`src/rtl/fp_rx_fib_check_pkg.sv`:
```
// Shared definitions for the four-phase dual-rail (FP) Fibonacci link receiver.
// Holds rail index constants, the receiver state type and the
// per-pair dual-rail decode helper.
package fp_pkg;

    localparam int unsigned RAIL_T = 1;  // true rail index within a pair
    localparam int unsigned RAIL_F = 0;  // false rail index within a pair

    localparam string FP_ENCODING = "FP";

    typedef enum logic {
        WAIT_DATA,
        WAIT_NULL
    } rx_state_t;

    typedef struct packed {
        logic valid;    // 01 or 10
        logic is_null;  // 00
        logic illegal;  // 11
        logic value;    // decoded bit, meaningful only when valid
    } fp_dec_t;

    function automatic fp_dec_t fp_decode(input logic [1:0] code);
        fp_dec_t d;
        d.valid   = code[RAIL_T] ^ code[RAIL_F];
        d.is_null = ~(code[RAIL_T] | code[RAIL_F]);
        d.illegal = code[RAIL_T] & code[RAIL_F];
        d.value   = code[RAIL_T];
        return d;
    endfunction

endpackage

```
`src/rtl/fp_rx_fib_check_sync.sv`:
```
// Multi-flop synchroniser applied to a vector of independent rails.
// Ports:
//   i_clk   - destination clock
//   i_rst_n - synchronous active-low reset, clears every stage
//   i_d     - asynchronous rail inputs
//   o_q     - synchronised rails (last stage)
module fp_rail_sync #(
    parameter int unsigned W      = 16,
    parameter int unsigned STAGES = 2
) (
    input  logic         i_clk,
    input  logic         i_rst_n,
    input  logic [W-1:0] i_d,
    output logic [W-1:0] o_q
);

    logic [STAGES-1:0][W-1:0] r_q;

    always_ff @(posedge i_clk) begin
        if (!i_rst_n) begin
            r_q <= '0;
        end else begin
            r_q[0] <= i_d;
            for (int unsigned i = 1; i < STAGES; i++) begin
                r_q[i] <= r_q[i-1];
            end
        end
    end

    assign o_q = r_q[STAGES-1];

endmodule

```
`src/rtl/fp_rx_fib_check.sv`:
```
// Clocked receiver/checker for the FP dual-rail output of the async
// Fibonacci generator. Synchronises all rails, completes the four-phase
// handshake, strobes each received word and checks it against the
// recurrence w[n] = w[n-1] + w[n-2] mod 2^WIDTH.
// Ports:
//   clk         - system clock
//   rst         - synchronous active-low reset
//   in          - dual-rail data, [i][1]=true rail, [i][0]=false rail
//   ack_o       - four-phase acknowledge (registered)
//   data_o      - last captured word
//   valid_o     - one-cycle strobe when data_o updates
//   err_o       - sticky recurrence mismatch
//   proto_err_o - sticky illegal rail code seen
//   word_cnt_o  - saturating count of received words
module fp_rx_fib_check
    import fp_pkg::*;
#(
    parameter int unsigned WIDTH       = 8,
    parameter int unsigned SYNC_STAGES = 2,
    parameter int unsigned CNT_WIDTH   = 16
) (
    input  logic                  clk,
    input  logic                  rst,
    input  logic [WIDTH-1:0][1:0] in,
    output logic                  ack_o,
    output logic [WIDTH-1:0]      data_o,
    output logic                  valid_o,
    output logic                  err_o,
    output logic                  proto_err_o,
    output logic [CNT_WIDTH-1:0]  word_cnt_o
);

    logic [WIDTH-1:0][1:0] w_sync;
    logic                  w_all_valid;
    logic                  w_all_null;
    logic                  w_any_ill;
    logic [WIDTH-1:0]      w_word;
    logic [WIDTH-1:0]      w_expect;
    logic                  w_capture;
    rx_state_t             w_state_nxt;

    rx_state_t             r_state;
    logic                  r_ack;
    logic                  r_valid;
    logic [WIDTH-1:0]      r_data;
    logic [WIDTH-1:0]      r_p1;
    logic [WIDTH-1:0]      r_p2;
    logic [1:0]            r_seed;
    logic                  r_chk_fail;
    logic                  r_err;
    logic                  r_proto;
    logic [CNT_WIDTH-1:0]  r_cnt;

    fp_rail_sync #(
        .W      (2 * WIDTH),
        .STAGES (SYNC_STAGES)
    ) u_sync (
        .i_clk   (clk),
        .i_rst_n (rst),
        .i_d     (in),
        .o_q     (w_sync)
    );

    always_comb begin
        fp_dec_t v_dec;
        w_all_valid = 1'b1;
        w_all_null  = 1'b1;
        w_any_ill   = 1'b0;
        w_word      = '0;
        for (int unsigned i = 0; i < WIDTH; i++) begin
            v_dec       = fp_decode(w_sync[i]);
            w_all_valid = w_all_valid & v_dec.valid;
            w_all_null  = w_all_null & v_dec.is_null;
            w_any_ill   = w_any_ill | v_dec.illegal;
            w_word[i]   = v_dec.value;
        end
    end

    // carry out of the top bit is intentionally dropped
    assign w_expect = r_p1 + r_p2;

    always_comb begin
        w_state_nxt = r_state;
        w_capture   = 1'b0;
        case (r_state)
            WAIT_DATA: begin
                if (w_all_valid) begin
                    w_capture   = 1'b1;
                    w_state_nxt = WAIT_NULL;
                end
            end
            WAIT_NULL: begin
                if (w_all_null) begin
                    w_state_nxt = WAIT_DATA;
                end
            end
            default: w_state_nxt = WAIT_DATA;
        endcase
    end

    always_ff @(posedge clk) begin
        if (!rst) begin
            r_state <= WAIT_DATA;
        end else begin
            r_state <= w_state_nxt;
        end
    end

    // Mismatch is judged at capture and folded into err_o one edge after
    // the valid strobe; r_seed saturates at 2 so word_cnt saturation
    // never disturbs checking.
    always_ff @(posedge clk) begin
        if (!rst) begin
            r_ack      <= 1'b0;
            r_valid    <= 1'b0;
            r_data     <= '0;
            r_p1       <= '0;
            r_p2       <= '0;
            r_seed     <= '0;
            r_chk_fail <= 1'b0;
            r_err      <= 1'b0;
            r_proto    <= 1'b0;
            r_cnt      <= '0;
        end else begin
            r_ack      <= (w_state_nxt == WAIT_NULL);
            r_valid    <= w_capture;
            r_chk_fail <= w_capture && (r_seed == 2'd2) && (w_word != w_expect);
            r_err      <= r_err | r_chk_fail;
            r_proto    <= r_proto | w_any_ill;
            if (w_capture) begin
                r_data <= w_word;
                r_p1   <= w_word;
                r_p2   <= r_p1;
                if (r_seed != 2'd2) begin
                    r_seed <= r_seed + 2'd1;
                end
                if (r_cnt != '1) begin
                    r_cnt <= r_cnt + 1'b1;
                end
            end
        end
    end

    assign ack_o       = r_ack;
    assign valid_o     = r_valid;
    assign data_o      = r_data;
    assign err_o       = r_err;
    assign proto_err_o = r_proto;
    assign word_cnt_o  = r_cnt;

endmodule

```
`config.mk`:
```
export PLATFORM = sky130hd
export DESIGN_NAME = fp_rx_fib_check
export DESIGN_NICKNAME = d
export VERILOG_FILES = /design/src/rtl/fp_rx_fib_check_pkg.sv /design/src/rtl/fp_rx_fib_check_sync.sv /design/src/rtl/fp_rx_fib_check.sv
export SDC_FILE = /design/constraint.sdc
export NUM_CORES = 1
export LEC_CHECK = 0
export CAP_MARGIN = 25
export CORE_UTILIZATION = 35
export CTS_BUF_LIST = sky130_fd_sc_hd__clkbuf_2
export DETAILED_ROUTE_END_ITERATION = 6
export PLACE_DENSITY = 0.61
export SETUP_SLACK_MARGIN = 0.5
export SKIP_CTS_REPAIR_TIMING = 1
export SLEW_MARGIN = 40
export SYNTH_ARGS = -nofsm -noshare
export SYNTH_HDL_FRONTEND = slang
export SYNTH_SLANG_ARGS = --single-unit
```
`constraint.sdc`:
```
create_clock -name clk -period 2.55 [get_ports clk]
set_input_delay 0.51 -clock clk [delete_from_list [all_inputs] [get_ports clk]]
set_output_delay 0.51 -clock clk [all_outputs]
set_load 0.05 [all_outputs]
```
==> qor.json <==
{
  "result_of_the_run": "finished, final reports clean",
  "drt_iter0_drc": 86,
  "clock_latency_ns": 0.50,
  "tightestPinTransition_ns": 0.544,
  "layout_worst_path_cycle_share_pct": 80.0,
  "areaGrowthSynthToFinish_pct": 33.2,
  "powerDensity_nw_per_um2": 476,
  "cp.arrival_ns": 2.46,
  "yosysWarnings": 0,
  "fin_crit_ns": 2.04,
  "drv_slew": 0,
  "nets": 442,
  "detailroute.via_count": 2415,
  "mappedNetlistNets": 379,
  "grt_remaining_overflow": 0,
  "clock-sinks": 71,
  "grt_pass1_wl_um": 10300,
  "wirelength_um": 6520,
  "tritoncts": "built",
  "die_w_um": 96.4,
  "r2r-end": "r_chk_fail",
  "antenna_cells_inserted": 0,
  "root_buffer": "sky130_fd_sc_hd__clkbuf_2",
  "io_pins": 46,
  "slew-limit-headroom_pct": 63.7,
  "critical_path_required_ns": 2.97,
  "synth.distinct_cells": 43,
  "hold_path_depth": 1,
  "post_route_cells_drive_above_1_share_pct": 17.4,
  "io_buffers": 45,
  "reg2reg_slack_ns": 0.51,
  "number_of_instances_in_the_synthesized_netlist": 335,
  "synth.cell_area_um2": 3120,
  "pin_count_of_the_biggest_net_entering_global_routing": 40,
  "setup_repair_after_global_routing_missed_its_margin": "true",
  "die_height_um": 96.4,
  "timing.final.ws_setup_ns": 0.511,
  "placementRows": 34,
  "synth.avg_cell_area_um2": 9.31,
  "rr_startpoint": "r_p1[0]",
  "async_set_or_reset_flop_fraction_in_the_synthesized_netlist_pct": 0,
  "achievable-frequency_mhz": 490,
  "critPathKind": "register to register",
  "r2r.worst_path.cells": 7,
  "final_cells": 511,
  "utilization_pct": 47.9,
  "cts-htree-levels": 3,
  "post-place-cells": 485,
  "final_hpwl_from_detailed_placement_um": 4520,
  "timing.max_cap.violations": 0,
  "ant_nets": 0,
  "synth_edf_count": 0,
  "max-clock-path-buffers": 2,
  "total_setup_violations_reported_at_the_end_of_the_flow": 0,
  "cts_made_buffers": 9,
  "grtUsageTotal_pct": 14.7,
  "synth_seq_cells": 71,
  "holdPathEnd": "u_sync.o_q[15]",
  "register_area_um2": 1450,
  "crit_path_max_fanout": 3,
  "first_global_vias": 2236,
  "startpoint_type": "register",
  "multiInputGateArea_um2": 1670,
  "hold_crit_class": "register to register",
  "hold_viol": 0,
  "fin_tns_setup_ns": 0,
  "route.detailed.wl_per_inst_um": 12.8,
  "route.detailed.drc": 0,
  "fillCellCount": 824,
  "cp-end-kind": "register",
  "worst_ir_drop_vdd_mv": 0.277,
  "path_clk_slew_ns": 0.19,
  "drtPass1Iterations": 4,
  "route.detailed.vias_per_inst": 4.73,
  "fp.coreArea_um2": 8680,
  "power.leakage_uw": 0.00215,
  "place_worst_setup_slack_ns": 0.398,
  "hold_start": "u_sync.r_q[15]",
  "globalplace.congestion": 0.797,
  "synth_flop_cell": "sky130_fd_sc_hd__dfxtp_1",
  "antenna_found_initial": 0,
  "floorplan.die_area_um2": 9300,
  "total_power_uw": 1980,
  "finalClockSkew_ns": 0.0229,
  "initial_core_util_pct": 36.0,
  "synth_seq_area_share_pct": 45.5
}
layer usage:
layer  up-vias  global-route usage, %  share of wire [%]
met1      1103                   19.0                 47
met5         -                      0                  0
li1       1250                      -                  -
met2        49                   22.9                 48
met4         0                   8.09                2.3
met3        13                   3.05                3.4
worst max-delay path by stage:
stage | start | endpoint | cells after the start
2_1_floorplan | r_p1[0] | r_chk_fail | 7
3_3_place_gp | u_sync.o_q[15] | word_cnt_o[9] | 7
3_5_place_dp | u_sync.o_q[15] | word_cnt_o[9] | 7
4_1_cts | word_cnt_o[2] | word_cnt_o[2] | 1
5_1_grt | r_p1[0] | r_chk_fail | 7
6_report | r_p1[0] | r_chk_fail | 7
cells by family after synthesis:
family / share of synthesized area [%]
AND/OR/NAND/NOR: 22.4
multiplexers: 0.962
AO/OA/AOI/OAI: 9.42
adder cells (fa/ha/maj): 10.7
flip-flops: 45.5
XOR/XNOR: 6.74
buffers and inverters: 4.25
layout make-up:
class / count / share of cell area (%)
tap: 108 / 3.25
timing repair buffer: 65 / 16.5
sequential: 71 / 34.9
inverter: 20 / 1.81
clock buffer: 9 / 1.08
multi-input combinational: 231 / 40.3
clock inverter: 7 / 2.11
per-stage QoR:
stage	hold slack, ns	instance area [µm²]
6_report	0.450	4160
5_1_grt	0.476	4160
4_1_cts	0.456	3870
3_5_place_dp	0.417	3740
3_3_place_gp	0.417	3740
2_1_floorplan	0.412	3140
synthesized netlist by cell type, types with 3 or more instances:
library cell | n | share of area, %
sky130_fd_sc_hd__inv_1 | 20 | 2.4
sky130_fd_sc_hd__and2_1 | 34 | 6.8
sky130_fd_sc_hd__ha_1 | 25 | 10
sky130_fd_sc_hd__a21oi_1 | 22 | 3.5
sky130_fd_sc_hd__o31ai_1 | 4 | 0.96
sky130_fd_sc_hd__clkbuf_1 | 10 | 1.2
sky130_fd_sc_hd__o211ai_1 | 4 | 0.96
sky130_fd_sc_hd__nand4_1 | 3 | 0.60
sky130_fd_sc_hd__nor3_1 | 6 | 0.96
sky130_fd_sc_hd__mux2i_1 | 3 | 0.96
sky130_fd_sc_hd__nor4_1 | 3 | 0.60
sky130_fd_sc_hd__xor2_1 | 9 | 2.5
sky130_fd_sc_hd__and4_1 | 3 | 0.84
sky130_fd_sc_hd__dfxtp_1 | 71 | 46
sky130_fd_sc_hd__xnor2_1 | 15 | 4.2
sky130_fd_sc_hd__and3_1 | 4 | 0.80
sky130_fd_sc_hd__nor2_1 | 16 | 1.9
sky130_fd_sc_hd__nand2b_1 | 4 | 0.80
sky130_fd_sc_hd__o21ai_0 | 3 | 0.48
sky130_fd_sc_hd__nand2_1 | 47 | 5.7
sky130_fd_sc_hd__or3_1 | 3 | 0.60
cells in the final DEF (no fill, tap or decap), types with 9 or more instances in the layout:
cell / Yosys / final
sky130_fd_sc_hd__clkbuf_2: 0 / 9
sky130_fd_sc_hd__buf_4: 0 / 18
sky130_fd_sc_hd__xnor2_1: 15 / 15
sky130_fd_sc_hd__dfxtp_1: 71 / 57
sky130_fd_sc_hd__xor2_1: 9 / 9
sky130_fd_sc_hd__a21oi_1: 22 / 21
sky130_fd_sc_hd__dfxtp_2: 0 / 9
sky130_fd_sc_hd__nor2_1: 16 / 16
sky130_fd_sc_hd__dlymetal6s2s_1: 0 / 28
sky130_fd_sc_hd__inv_1: 20 / 16
sky130_fd_sc_hd__clkdlybuf4s50_1: 0 / 17
sky130_fd_sc_hd__ha_1: 25 / 21
sky130_fd_sc_hd__nand2_1: 47 / 46
sky130_fd_sc_hd__and2_1: 34 / 34
where the power goes:
group / internal (µW) / switching (µW) / total (µW)
Combinational: 67.6 / 56.5 / 124
Sequential: 1130 / 10.5 / 1140
Clock: 319 / 391 / 710
Total: 1520 / 458 / 1980
registers in the layout, summed over array words and instances (netlist names):
signal and flops:
ack_o 1, word_cnt_o 16, u_sync.o_q 16, u_sync.r_q 16, valid_o 1, r_seed 2
r_chk_fail 1, err_o 1, proto_err_o 1, r_p2 8, r_p1 8
worst max-delay path: stages, from the launching register on:
cell and delay [ns]:
sky130_fd_sc_hd__dfxtp_4 0.40, sky130_fd_sc_hd__ha_4 0.16, sky130_fd_sc_hd__fa_2 0.39, sky130_fd_sc_hd__a21o_1 0.19, sky130_fd_sc_hd__a221oi_2 0.28, sky130_fd_sc_hd__xnor2_1 0.15, sky130_fd_sc_hd__nand4_1 0.10, sky130_fd_sc_hd__o311a_1 0.29
No activity file was read; power rests on OpenSTA's default activity.
